[src/rtl/fp32_to_int32_sched.sv]
`default_nettype none
// ----------------------------------------------------------------------------
// fp32_to_int32_sched: round-robin sharing of one fp32->int32 converter
// Rev 1.0
// ----------------------------------------------------------------------------
module fp32_to_int32_sched #(
  parameter int N_REQ = 4,
  parameter int ID_W  = $clog2(N_REQ),
  parameter int CNT_W = 16
) (
  input  logic                  clk,
  input  logic                  rst,
  input  logic [N_REQ-1:0]      req_valid,
  output logic [N_REQ-1:0]      req_ready,
  input  logic [32*N_REQ-1:0]   req_data,
  output logic                  out_valid,
  input  logic                  out_ready,
  output logic [31:0]           out_data,
  output logic [ID_W-1:0]       out_id,
  output logic                  out_nan,
  output logic                  out_sat,
  output logic [CNT_W-1:0]      sat_count,
  input  logic                  clr_count
);

  logic [ID_W-1:0] ptr;
  logic            stage_free;
  logic            grant_any;
  logic [ID_W-1:0] grant_idx;
  logic [ID_W-1:0] ptr_next;
  logic [31:0]     sel_data;
  logic [31:0]     conv_data;
  logic            conv_nan;
  logic            conv_sat;
  int              idx;

  assign stage_free = !out_valid || out_ready;

  // First valid requester at or after ptr, wrapping; nothing granted in reset.
  always_comb begin
    grant_any = 1'b0;
    grant_idx = '0;
    idx       = 0;
    for (int k = 0; k < N_REQ; k++) begin
      idx = int'(ptr) + k;
      if (idx >= N_REQ) idx = idx - N_REQ;
      if (!grant_any && req_valid[idx]) begin
        grant_any = 1'b1;
        grant_idx = ID_W'(idx);
      end
    end
    if (!stage_free || rst) grant_any = 1'b0;
    req_ready = '0;
    if (grant_any) req_ready[grant_idx] = 1'b1;
  end

  assign sel_data = req_data[32*grant_idx +: 32];
  assign ptr_next = (grant_idx == ID_W'(N_REQ-1)) ? '0 : grant_idx + 1'b1;

  logic        sgn;
  logic [7:0]  ex;
  logic [22:0] man;
  logic [7:0]  e_unb;
  logic [31:0] mag;

  assign sgn = sel_data[31];
  assign ex  = sel_data[30:23];
  assign man = sel_data[22:0];

  // Unbiased exponent above 30 also catches -2^31, which is flagged saturated.
  always_comb begin
    conv_data = '0;
    conv_nan  = 1'b0;
    conv_sat  = 1'b0;
    mag       = '0;
    e_unb     = ex - 8'd127;
    if (ex == 8'hFF) begin
      if (man != '0) begin
        conv_nan = 1'b1;
      end else begin
        conv_sat  = 1'b1;
        conv_data = sgn ? 32'h8000_0000 : 32'h7FFF_FFFF;
      end
    end else if (ex >= 8'd127) begin
      if (e_unb > 8'd30) begin
        conv_sat  = 1'b1;
        conv_data = sgn ? 32'h8000_0000 : 32'h7FFF_FFFF;
      end else begin
        if (e_unb >= 8'd23) mag = {8'd0, 1'b1, man} << (e_unb - 8'd23);
        else                mag = {8'd0, 1'b1, man} >> (8'd23 - e_unb);
        conv_data = sgn ? -mag : mag;
      end
    end
  end

  always_ff @(posedge clk) begin
    if (rst) begin
      out_valid <= 1'b0;
      out_data  <= '0;
      out_id    <= '0;
      out_nan   <= 1'b0;
      out_sat   <= 1'b0;
      sat_count <= '0;
      ptr       <= '0;
    end else begin
      if (stage_free) begin
        out_valid <= grant_any;
        if (grant_any) begin
          out_data <= conv_data;
          out_id   <= grant_idx;
          out_nan  <= conv_nan;
          out_sat  <= conv_sat;
          ptr      <= ptr_next;
        end
      end
      if (clr_count)
        sat_count <= '0;
      else if (out_valid && out_ready && out_sat && (sat_count != '1))
        sat_count <= sat_count + CNT_W'(1);
    end
  end

endmodule
`default_nettype wire

[config.mk]
export PLATFORM = sky130hd
export DESIGN_NAME = fp32_to_int32_sched
export DESIGN_NICKNAME = d
export VERILOG_FILES = /design/src/rtl/fp32_to_int32_sched.sv
export SDC_FILE = /design/constraint.sdc
export NUM_CORES = 1
export LEC_CHECK = 0
export ABC_AREA = 1
export CORE_ASPECT_RATIO = 0.7
export CORE_UTILIZATION = 25
export DETAILED_ROUTE_END_ITERATION = 8
export PLACE_DENSITY = 0.5
export SYNTH_ARGS = -nofsm -noshare
export SYNTH_HDL_FRONTEND = slang
export SYNTH_SLANG_ARGS = --single-unit
[constraint.sdc]
create_clock -name clk -period 7.4 [get_ports clk]
set_input_delay 0.74 -clock clk [delete_from_list [all_inputs] [get_ports clk]]
set_output_delay 0.74 -clock clk [all_outputs]
set_load 0.02 [all_outputs]
==> flow_metrics.tcl <==
set metrics [dict create \
    numPortBuffers 192 \
    area.growth.synth_to_final_pct 26.2 \
    run_status "complete, no violations" \
    global_route_wire_length_before_repair_microns 58000 \
    rr_worst_depth 43 \
    timing.critical_path.slowest_cell_delay_ns 0.58 \
    critPathRequiredTime_ns 7.55 \
    layout.filler_cells 3916 \
    cp-start-kind "primary input" \
    setup_violations 0 \
    ys.warnings.count 0 \
    postCtsSetupBuffers 0 \
    die_w_microns 227 \
    detail_route.wl_per_cell_microns 16.5 \
    final_net_count 1909 \
    tritoncts "done" \
    grt-ovfl-total 0 \
    synth_seq_cells 55 \
    setup.worst_path.end "out_data[18]$_SDFFE_PP0P_" \
    clock_latency_ns 0.30 \
    critical_path.most_common_cell "sky130_fd_sc_hd__nand2_1" \
    worstSetupPathType "primary input to flop" \
    number_of_primary_i_o_pins 193 \
    layout.cell_area.non_filler_sq_um 11200 \
    dpl.hpwl_microns 29200 \
    syn-instance-count 1635 \
    grtUsageTotal_pct 20.0 \
    gp_weighted_congestion 0.930 \
    clock_path_buffers 2 \
    numClockSinks 55 \
    htree_num_levels 2 \
    number_of_global_route_vias_before_repair 10400 \
    holdBufCountCts 0 \
    total_standard_cell_area_after_synthesis_sq_um 8900 \
    slew_violations 0 \
    initial_antenna_violation_count 0 \
    cts_root_buf "sky130_fd_sc_hd__clkbuf_16" \
    portion_of_the_post_synthesis_area_used_by_sequential_elements_pct 12.4 \
    crit_path_end_kind "flop" \
    worst_slew_margin_rel_pct 11.3 \
    worst-slew-pin-transition_ns 1.33 \
    synth.net_count 1781 \
    slowest_stage "sky130_fd_sc_hd__nor2_4" \
    remaining_drc_errors 0 \
    crit_path_start "req_valid[3]" \
    rr_endpoint "out_data[18]$_SDFFE_PP0P_" \
    asyncSetResetFlopFracSynth_pct 0 \
    placed_cells_incl_taps 2228 \
    drive_gt1_share_pct 10.8 \
    cts_buffers 5 \
    antenna_violating_nets_post_route 0 \
    synth_top_cell_by_area "sky130_fd_sc_hd__nand2_1" \
    die_h_microns 160 \
    timing.reg2reg.setup_slack_ns 0.86 \
    initial_cell_density_of_the_core_pct 25.5 \
    yosys-top-cells-area "sky130_fd_sc_hd__nand2_1 (22%), sky130_fd_sc_hd__nand3_1 (15%), sky130_fd_sc_hd__dfxtp_1 (12%)" \
    hold_class "flop to flop" \
    layout.cells.non_filler 2236 \
    floorplan.rows 57 \
    rsz0062_at_grt "false" \
    critical_path_arrival_ns 6.74 \
    synthesis.area_per_instance_sq_um 5.44 \
    viasPerCell 5.03 \
    totalNegativeSetupSlack_ns 0 \
    core_sq_um 34900 \
    timing.clock.skew_ns 0.00727 \
    die_area_sq_um 36400 \
    synth.top_cell.area_share_pct 21.9 \
    post_cts_resize_count 0 \
    dr.first_iter.drc_count 1077 \
    route.final.wire_length_microns 37000 \
    antenna_cells 0 \
    fmaxAchievable_ghz 0.152 \
    grt_start_max_net_pins 52 \
    hold_viol_final 0 \
    clkSlewWorstSetupHoldPaths_ns 0.08 \
    number_of_synthesized_flops_with_an_enable_pin 0 \
    total_via_count_in_the_routed_design 11200 \
    number_of_optimization_iterations_in_the_first_detailed_route_pass 5 \
    yosysUniqueCellTypes 49 \
    ys_dominant_reg_cell "sky130_fd_sc_hd__dfxtp_1" \
    fin_crit_ns 6.59 \
    maxCapViolCount 0 \
    place_area_sq_um 11100 \
    post-route-util_pct 32.2 \
    regToRegStartpoint "ptr[0]$_SDFFE_PP0P_" \
    final_min_period_over_clock_period_pct 89.0 \
    largest_fanout_on_the_critical_path 35 \
]
[cells in the final DEF, fill, tap and decap left out, types with 5 or more instances in the layout]
cell type and instances:
sky130_fd_sc_hd__a21oi_1 138, sky130_fd_sc_hd__a32oi_1 20, sky130_fd_sc_hd__buf_4 20, sky130_fd_sc_hd__clkbuf_16 5
sky130_fd_sc_hd__clkdlybuf4s50_1 192, sky130_fd_sc_hd__clkinv_1 6, sky130_fd_sc_hd__dfxtp_1 55, sky130_fd_sc_hd__ha_1 10
sky130_fd_sc_hd__inv_1 123, sky130_fd_sc_hd__inv_2 28, sky130_fd_sc_hd__nand2_1 520, sky130_fd_sc_hd__nand2_2 41
sky130_fd_sc_hd__nand2_4 10, sky130_fd_sc_hd__nand3_1 258, sky130_fd_sc_hd__nand3_2 29, sky130_fd_sc_hd__nand3_4 5
sky130_fd_sc_hd__nand4_1 36, sky130_fd_sc_hd__nor2_1 89, sky130_fd_sc_hd__nor2_2 17, sky130_fd_sc_hd__nor2_4 5
sky130_fd_sc_hd__nor3_1 8, sky130_fd_sc_hd__nor4_1 7, sky130_fd_sc_hd__o211ai_1 11, sky130_fd_sc_hd__o21ai_0 54
sky130_fd_sc_hd__o21ai_1 28, sky130_fd_sc_hd__o21ai_2 6
[critical path, delay by kind of cell]
| family | cells | cell delay (ns) |
|---|---|---|
| buf+inv | 7 | 1.19 |
| simple gates | 30 | 3.66 |
| compound gates | 4 | 0.47 |
| fa+ha+maj | 3 | 0.64 |
[through the flow]
step | hold slack, ns | worst slack, ns
4_1_cts | 0.507 | 0.891
5_1_grt | 0.534 | 0.196
3_5_place_dp | 0.487 | 0.586
2_1_floorplan | 0.538 | 1.55
3_3_place_gp | 0.471 | 0.663
6_report | 0.498 | 0.812
[worst min-delay path by stage]
stage / startpoint / endpoint / cells after the start
after detailed placement: out_id[1]$_SDFFE_PP0P_ / out_id[1]$_SDFFE_PP0P_ / 2
after global placement: out_id[1]$_SDFFE_PP0P_ / out_id[1]$_SDFFE_PP0P_ / 2
after floorplan: ptr[1]$_SDFFE_PP0P_ / ptr[1]$_SDFFE_PP0P_ / 2
final: out_id[1]$_SDFFE_PP0P_ / out_id[1]$_SDFFE_PP0P_ / 2
after global routing: sat_count[5]$_SDFFE_PP0P_ / sat_count[5]$_SDFFE_PP0P_ / 2
after CTS: out_id[1]$_SDFFE_PP0P_ / out_id[1]$_SDFFE_PP0P_ / 2
[flip-flops by register name, summed over array words and instances, names as in the netlist]
name / count
out_id: 2
out_valid: 1
out_sat: 1
sat_count: 16
out_nan: 1
out_data: 32
ptr: 2
[Yosys cell counts, types with 7 or more instances]
master	count
sky130_fd_sc_hd__o21ai_1	28
sky130_fd_sc_hd__inv_2	28
sky130_fd_sc_hd__nand3_2	29
sky130_fd_sc_hd__inv_1	123
sky130_fd_sc_hd__nand2_2	41
sky130_fd_sc_hd__nand2_1	520
sky130_fd_sc_hd__buf_4	7
sky130_fd_sc_hd__nor2_2	17
sky130_fd_sc_hd__nor2_1	89
sky130_fd_sc_hd__o211ai_1	11
sky130_fd_sc_hd__ha_1	10
sky130_fd_sc_hd__o21ai_0	54
sky130_fd_sc_hd__clkbuf_1	37
sky130_fd_sc_hd__buf_2	33
sky130_fd_sc_hd__buf_6	7
sky130_fd_sc_hd__dfxtp_1	55
sky130_fd_sc_hd__nand3_1	258
sky130_fd_sc_hd__nand2_4	10
sky130_fd_sc_hd__a21oi_1	139
sky130_fd_sc_hd__nor3_1	8
sky130_fd_sc_hd__nor4_1	7
sky130_fd_sc_hd__a32oi_1	21
sky130_fd_sc_hd__nand4_1	36
[layer usage]
metal	share of wire, %	routed length [microns]	track usage, %
met1	48	17800	28.6
met5	0	0	0
met2	43	16000	31.5
met4	0.75	276	1.77
met3	7.7	2850	4.12
[cell type report]
| cell class | count | area (sq um) | area share [%] |
|---|---|---|---|
| Clock inverter | 3 | 20.0 | 0.178 |
| Timing Repair Buffer | 212 | 2070 | 18.4 |
| Sequential cell | 55 | 1100 | 9.80 |
| Tap cell | 472 | 591 | 5.26 |
| Inverter | 159 | 602 | 5.36 |
| Multi-Input combinational cell | 1330 | 6720 | 59.8 |
| Clock buffer | 5 | 125 | 1.11 |
[cell families (layout without fill, tap and decap cells)]
logic type / Yosys count / after routing / share of synthesized area (%)
AOI/OAI and AO/OA: 278 / 278 / 17.9
xor gates and xnor gates: 1 / 1 / 0.0984
buffers and inverters: 250 / 379 / 12.2
adders and majority gates: 10 / 10 / 1.41
and+or+nand+nor: 1041 / 1041 / 56.1
DFF: 55 / 55 / 12.4
Power is left out: the tool's default activity adds up to more than one toggle a clock period on the data nets, which glitch-free logic cannot reach.
